### config.mk
export PLATFORM = sky130hd
export DESIGN_NAME = adc_fft_loader
export DESIGN_NICKNAME = d
export VERILOG_FILES = /design/src/rtl/adc_fft_pkg.sv /design/src/rtl/adc_fft_fifo.sv /design/src/rtl/adc_fft_loader.sv
export SDC_FILE = /design/constraint.sdc
export NUM_CORES = 1
export LEC_CHECK = 0
export ABC_AREA = 1
export CORE_MARGIN = 1
export CORE_UTILIZATION = 40
export CTS_BUF_LIST = sky130_fd_sc_hd__clkbuf_4
export DETAILED_ROUTE_END_ITERATION = 10
export GPL_TIMING_DRIVEN = 1
export SYNTH_ARGS = -nofsm -noshare
export SYNTH_HDL_FRONTEND = slang
export SYNTH_SLANG_ARGS = --single-unit
### constraint.sdc
create_clock -name clk -period 4.2 [get_ports clk]
set_input_delay 1.26 -clock clk [delete_from_list [all_inputs] [get_ports clk]]
set_output_delay 1.26 -clock clk [all_outputs]
set_load 0.02 [all_outputs]
### src/rtl/adc_fft_pkg.sv
// Shared FSM encoding, width helper and default derived widths for the ADC-to-FFT loader.
package adc_fft_pkg;

    typedef enum logic [1:0] {
        IDLE  = 2'd0,
        LOAD  = 2'd1,
        DRAIN = 2'd2
    } state_e;

    function automatic int ceil_log2(input int n);
        int r;
        r = 0;
        while ((1 << r) < n) r++;
        return r;
    endfunction

    localparam int DEF_POINTS     = 32;
    localparam int DEF_FIFO_DEPTH = 64;
    localparam int CNT_W          = ceil_log2(DEF_POINTS) + 1;
    localparam int FIFO_AW        = ceil_log2(DEF_FIFO_DEPTH);

endpackage

### src/rtl/adc_fft_fifo.sv
// Single-clock sample FIFO with occupancy count; a pop in the same cycle frees room for a push when full.
module adc_fft_fifo
    import adc_fft_pkg::*;
#(
    parameter int WIDTH = 10,
    parameter int DEPTH = 64,
    parameter int AW    = ceil_log2(DEPTH)
) (
    input  logic             clk,
    input  logic             reset,
    input  logic             push_i,
    input  logic [WIDTH-1:0] pushData_i,
    input  logic             pop_i,
    output logic [WIDTH-1:0] popData_o,
    output logic [AW:0]      count_o,
    output logic             full_o,
    output logic             empty_o
);

    localparam logic [AW-1:0] PTR_ONE = AW'(1);
    localparam logic [AW:0]   CNT_ONE = (AW + 1)'(1);

    logic [WIDTH-1:0] mem_q [DEPTH];
    logic [AW-1:0]    wrPtr_q;
    logic [AW-1:0]    rdPtr_q;
    logic [AW:0]      count_q;
    logic             doPush;
    logic             doPop;

    // DEPTH is a power of two, so the count MSB alone marks a full FIFO.
    assign full_o    = count_q[AW];
    assign empty_o   = (count_q == '0);
    assign count_o   = count_q;
    assign popData_o = mem_q[rdPtr_q];
    assign doPop     = pop_i && !empty_o;
    assign doPush    = push_i && (!full_o || doPop);

    always_ff @(posedge clk) begin
        if (doPush) mem_q[wrPtr_q] <= pushData_i;
    end

    always_ff @(posedge clk or posedge reset) begin
        if (reset) begin
            wrPtr_q <= '0;
            rdPtr_q <= '0;
            count_q <= '0;
        end else begin
            if (doPush) wrPtr_q <= wrPtr_q + PTR_ONE;
            if (doPop)  rdPtr_q <= rdPtr_q + PTR_ONE;
            if (doPush && !doPop)      count_q <= count_q + CNT_ONE;
            else if (doPop && !doPush) count_q <= count_q - CNT_ONE;
        end
    end

endmodule

### src/rtl/adc_fft_loader.sv
// Captures one ADC channel, converts offset-binary to two's complement and streams
// POINTS-word frames into the COREFFT load port, paced by BUF_READY.
module adc_fft_loader
    import adc_fft_pkg::*;
#(
    parameter int ADC_BITS   = 10,
    parameter int WIDTH      = 10,
    parameter int POINTS     = 32,
    parameter int CH_BITS    = 5,
    parameter int FIFO_DEPTH = 64
) (
    input  logic                clk,
    input  logic                reset,
    input  logic                enable,
    input  logic [CH_BITS-1:0]  chan_sel,
    input  logic [ADC_BITS-1:0] adc_data,
    input  logic [CH_BITS-1:0]  adc_chan,
    input  logic                adc_valid,
    input  logic                fft_buf_ready,
    output logic [WIDTH-1:0]    fft_datai_re,
    output logic [WIDTH-1:0]    fft_datai_im,
    output logic                fft_datai_valid,
    output logic                frame_done,
    output logic                frame_abort,
    output logic                ovf,
    input  logic                ovf_clr,
    output logic [15:0]         frame_cnt
);

    localparam int cntW   = ceil_log2(POINTS) + 1;
    localparam int fifoAw = ceil_log2(FIFO_DEPTH);
    localparam logic [cntW-1:0]     LAST_IDX = cntW'(POINTS - 1);
    localparam logic [cntW-1:0]     CNT_ONE  = cntW'(1);
    localparam logic [ADC_BITS-1:0] MID      = {1'b1, {(ADC_BITS - 1){1'b0}}};

    state_e              state_q;
    logic [CH_BITS-1:0]  chan_q;
    logic [cntW-1:0]     wordCnt_q;
    logic [WIDTH-1:0]    re_q;
    logic                valid_q;
    logic                done_q;
    logic                abort_q;
    logic                ovf_q;
    logic [15:0]         frameCnt_q;

    logic [ADC_BITS-1:0] flipped;
    logic [WIDTH-1:0]    conv;
    logic                capture;
    logic                pop;
    logic                ovfSet;
    logic [WIDTH-1:0]    fifoData;
    logic [fifoAw:0]     fifoCount;
    logic                fifoFull;
    logic                fifoEmpty;

    // Flipping the MSB subtracts mid-scale; the result is left-aligned into the FFT word.
    assign flipped = adc_data ^ MID;
    assign conv    = WIDTH'(flipped) << (WIDTH - ADC_BITS);
    assign capture = adc_valid && enable && (adc_chan == chan_q);
    assign pop     = (state_q == LOAD) && fft_buf_ready && !fifoEmpty;
    assign ovfSet  = capture && fifoFull && !pop;

    adc_fft_fifo #(
        .WIDTH (WIDTH),
        .DEPTH (FIFO_DEPTH),
        .AW    (fifoAw)
    ) u_fifo (
        .clk        (clk),
        .reset      (reset),
        .push_i     (capture),
        .pushData_i (conv),
        .pop_i      (pop),
        .popData_o  (fifoData),
        .count_o    (fifoCount),
        .full_o     (fifoFull),
        .empty_o    (fifoEmpty)
    );

    always_ff @(posedge clk or posedge reset) begin
        if (reset) begin
            state_q    <= IDLE;
            chan_q     <= '0;
            wordCnt_q  <= '0;
            re_q       <= '0;
            valid_q    <= 1'b0;
            done_q     <= 1'b0;
            abort_q    <= 1'b0;
            ovf_q      <= 1'b0;
            frameCnt_q <= '0;
        end else begin
            valid_q <= pop;
            done_q  <= 1'b0;
            abort_q <= 1'b0;
            if (pop) re_q <= fifoData;
            if (ovfSet)       ovf_q <= 1'b1;
            else if (ovf_clr) ovf_q <= 1'b0;

            case (state_q)
                IDLE: begin
                    chan_q <= chan_sel;
                    if (enable && fft_buf_ready && (fifoCount != '0)) state_q <= LOAD;
                end
                LOAD: begin
                    if (pop) begin
                        if (wordCnt_q == LAST_IDX) begin
                            done_q     <= 1'b1;
                            frameCnt_q <= frameCnt_q + 16'd1;
                            wordCnt_q  <= '0;
                            state_q    <= DRAIN;
                        end else begin
                            wordCnt_q <= wordCnt_q + CNT_ONE;
                        end
                    end else if (!fft_buf_ready) begin
                        // Losing BUF_READY before anything was issued is not an abort.
                        abort_q   <= (wordCnt_q != '0);
                        wordCnt_q <= '0;
                        state_q   <= IDLE;
                    end
                end
                DRAIN: begin
                    if (!fft_buf_ready) state_q <= IDLE;
                end
                default: state_q <= IDLE;
            endcase
        end
    end

    assign fft_datai_re    = re_q;
    assign fft_datai_im    = '0;
    assign fft_datai_valid = valid_q;
    assign frame_done      = done_q;
    assign frame_abort     = abort_q;
    assign ovf             = ovf_q;
    assign frame_cnt       = frameCnt_q;

endmodule

==> results by group <==
Timing
  • Min cycle time layout: 3.37 ns
  • Worst slew margin: 18.8%
  • RSZ-0062 raised after global routing: no
  • Slew @ Worst Pin: 1.21 ns
  • TNS Setup: 0 ns
  • Max Clk Rate: 296 MHz
  • Setup violators final: 0
  • Tcrit/Tclk final: 80.3%
  • Final Max Tran Viols: 0
  • Clock skew: 0.0797 ns
  • Final Hold Viols: 0

Worst setup path
  • Setup crit start: frame_cnt[3]
  • Critical Path RT: 2.94 ns
  • Worst-path cell chain: clkdlybuf4s50_1
  • Critical Setup Path Class: flop to primary output
  • Crit path to: frame_cnt[3]
  • Arr. time, crit path: 2.11 ns
  • Reg-to-reg slack, setup: 1.21 ns
  • Number of cells on the critical path: 1
  • CP peak stage delay: 0.65 ns
  • Worst r2r src: u_fifo.rdPtr_q[0]
  • Cell family with most CP delay: buffers and inverters
  • Critical Path Sink Type: primary output
  • Reg-to-Reg End: fft_datai_re[7]
  • Buf+Inv Stages, Crit Path: 1
  • Setup crit start kind: flop
  • R2R cell count: 12
  • Critical-path top delay cell: clkdlybuf4s50_1
  • Crit-path max FO: 6

Clocking
  • Root Driver: clkbuf_4
  • Worst-path clk slew: 0.06 ns
  • Clock buffer depth: 3
  • CTS tree: built
  • CTS HTree Levels: 4
  • Total CTS buffers: 182
  • Hold_buf cts: 0
  • PostCTS Resize Cnt: 0
  • Skew-Pair Late Insertion Delay: 1.07 ns
  • # Post-CTS Setup Buffers: 0
  • TritonCTS Sinks: 702

Drt
  • First-pass DRT Iterations: 7
  • Met3 Routed Length: 6770 um
  • Met2 wire length: 37,900 um
  • Vias: 21,300
  • Vias per cell: 5.12
  • Post-route DRC: 0
  • Drt total wl: 81,800 um
  • Remaining antenna violation count: 0
  • WL met1: 34,600 um
  • Routed len/inst: 19.6 um
  • 1st-iter DRT viols: 1,916
  • DR top layer: met4

Global routing
  • Largest net degree at the start of global routing: 172
  • First-pass GRT wire length: 124,000 um
  • Vias in the first global route: 21,300
  • GRT overflow: 0
  • Gr usage total: 22.0%
  • Initial antenna violation count: 3

Logic synthesis
  • Post-Synth Simple-Gate Area: 21.2%
  • Mapped Area: 30,000 um^2
  • Complex-gate fraction of the synthesized area: 2.45%
  • Post-synthesis xor/xnor area fraction: 0.789%
  • Synthesis Warnings: 0
  • Synthesized area per cell: 10.6 um^2
  • Main combinational cell family by area after synthesis: simple AND/OR/NAND/NOR gates
  • Synth Register Bits: 702
  • Fraction of the mapped netlist area in adder cells: 0.526%
  • Yosys cell types: 36
  • Post-synthesis sequential area ratio: 69.3%
  • Post-synthesis mux area share: 0%
  • Cells after Synth: 2,828

Placement
  • Gpl congestion: 0.933
  • Post-DP HPWL: 49,200 um
  • Port-buffer cells: 55

Floorplanning
  • I/O Pins: 66
  • Initial Util: 40.7%
  • Die ar.: 76,000 um^2
  • Core area: 73,600 um^2
  • Die extent in x: 276 um
  • # rows: 99
  • Die Height: 276 um

Cells and area
  • Proportion of layout cells with a drive suffix above 1: 13.4%
  • Commonest non-fill, non-tap cell in the layout: nand2_1
  • Area Overhead vs Synth: 15.1%
  • Fillers: 6,842
  • Commonest cells after routing, fill and taps aside: nand2_1, edfxtp_1, nand3_1
  • Nets@finish: 3,088

Outcome
  • Outcome: finished clean

Power
  • Pleak: 13.9 nW
  • Pwr Total: 20.8 mW
  • Peak supply drop: 530 uV
  • Pwr per Cell Area: 603 nW/um^2

Job
  • Max-Cap Viols: 0

Hold path
  • Min-delay worst type: flop to flop
-- synthesized netlist by cell type, drive strengths merged --
cell / n / share of area (%)
conb: 1 / 0.013
nor3: 9 / 0.18
dfrtp: 62 / 5.2
nand3: 368 / 6.2
nor4: 1 / 0.021
nand4: 6 / 0.13
xor2: 20 / 0.58
nor2: 193 / 2.4
ha: 11 / 0.46
o211ai: 31 / 0.78
clkinv: 3 / 0.038
clkbuf: 53 / 0.66
buf: 96 / 1.7
nand2: 970 / 12
o32ai: 1 / 0.029
inv: 255 / 3.2
o21ai: 44 / 0.75
xnor2: 7 / 0.20
nand3b: 2 / 0.050
a21oi: 46 / 0.77
edfxtp: 640 / 64
o21a: 1 / 0.025
o31ai: 2 / 0.050
o22ai: 1 / 0.021
fa: 1 / 0.067
or2: 3 / 0.063
o311ai: 1 / 0.029
-- logic make-up (layout without fill, tap and decap cells) --
group / Yosys count / count (layout)
other cells: 1 / 14
xor+xnor: 27 / 27
buf+inv: 407 / 772
flops: 702 / 702
compound gates: 127 / 127
simple gates: 1552 / 1552
fa+ha+maj: 12 / 12
-- state kept, by name, summed over array words and instances, names as in the netlist, 2 cells and up --
| signal | cells |
|---|---|
| chan_q | 5 |
| u_fifo.mem_q | 640 |
| frame_cnt | 16 |
| u_fifo.wrPtr_q | 6 |
| u_fifo.count_o | 7 |
| u_fifo.rdPtr_q | 6 |
| state_q | 2 |
| fft_datai_re | 10 |
| wordCnt_q | 6 |
-- how the worst min path moves through the flow --
stage                          startpoint         endpoint  slack (ns)  depth (start not counted)
after global placement    fft_datai_re[2]  fft_datai_re[2]        0.47                          2
after floorplan                state_q[0]       state_q[1]        0.45                          1
final                     fft_datai_re[5]  fft_datai_re[5]        0.49                          2
after global routing                reset     wordCnt_q[0]        0.50                          2
after CTS                           reset     wordCnt_q[0]        0.43                          2
after detailed placement  fft_datai_re[5]  fft_datai_re[5]        0.48                          2
-- where the power goes --
group,internal [mW],switching (mW)
logic,1.91,4.86
clock network,3.09,2.88
registers,7.80,0.252
total,12.8,7.99
-- through the flow --
step	utilization, %	instances	hold WS (ns)	setup WS, ns	cell area [um^2]
global route	46.8	4165	0.504	0.706	34500
floorplan	-	2837	0.453	0.948	30000
CTS	46.8	4161	0.429	0.733	34500
global placement	43.6	3825	0.468	0.380	32100
finish	46.8	4165	0.493	0.826	34500
detailed placement	43.6	3825	0.482	0.381	32100
-- cell type report --
class,count,area [um^2],area share [%]
flip-flops and latches,702,20800,60.3
multi-input cells,1728,7530,21.8
clock buffers,249,1870,5.42
repair buffers,178,1590,4.62
well taps,959,1200,3.48
inverters,258,978,2.84
clock inverters,87,510,1.48
diodes,4,10.0,0.0290
-- layer usage --
layer	vias up	track usage (%)
li1	9974	-
met1	10200	29.1
met2	995	34.7
met3	157	4.32
met4	0	10.5
met5	-	0
Power figures use the tool's default switching activity.
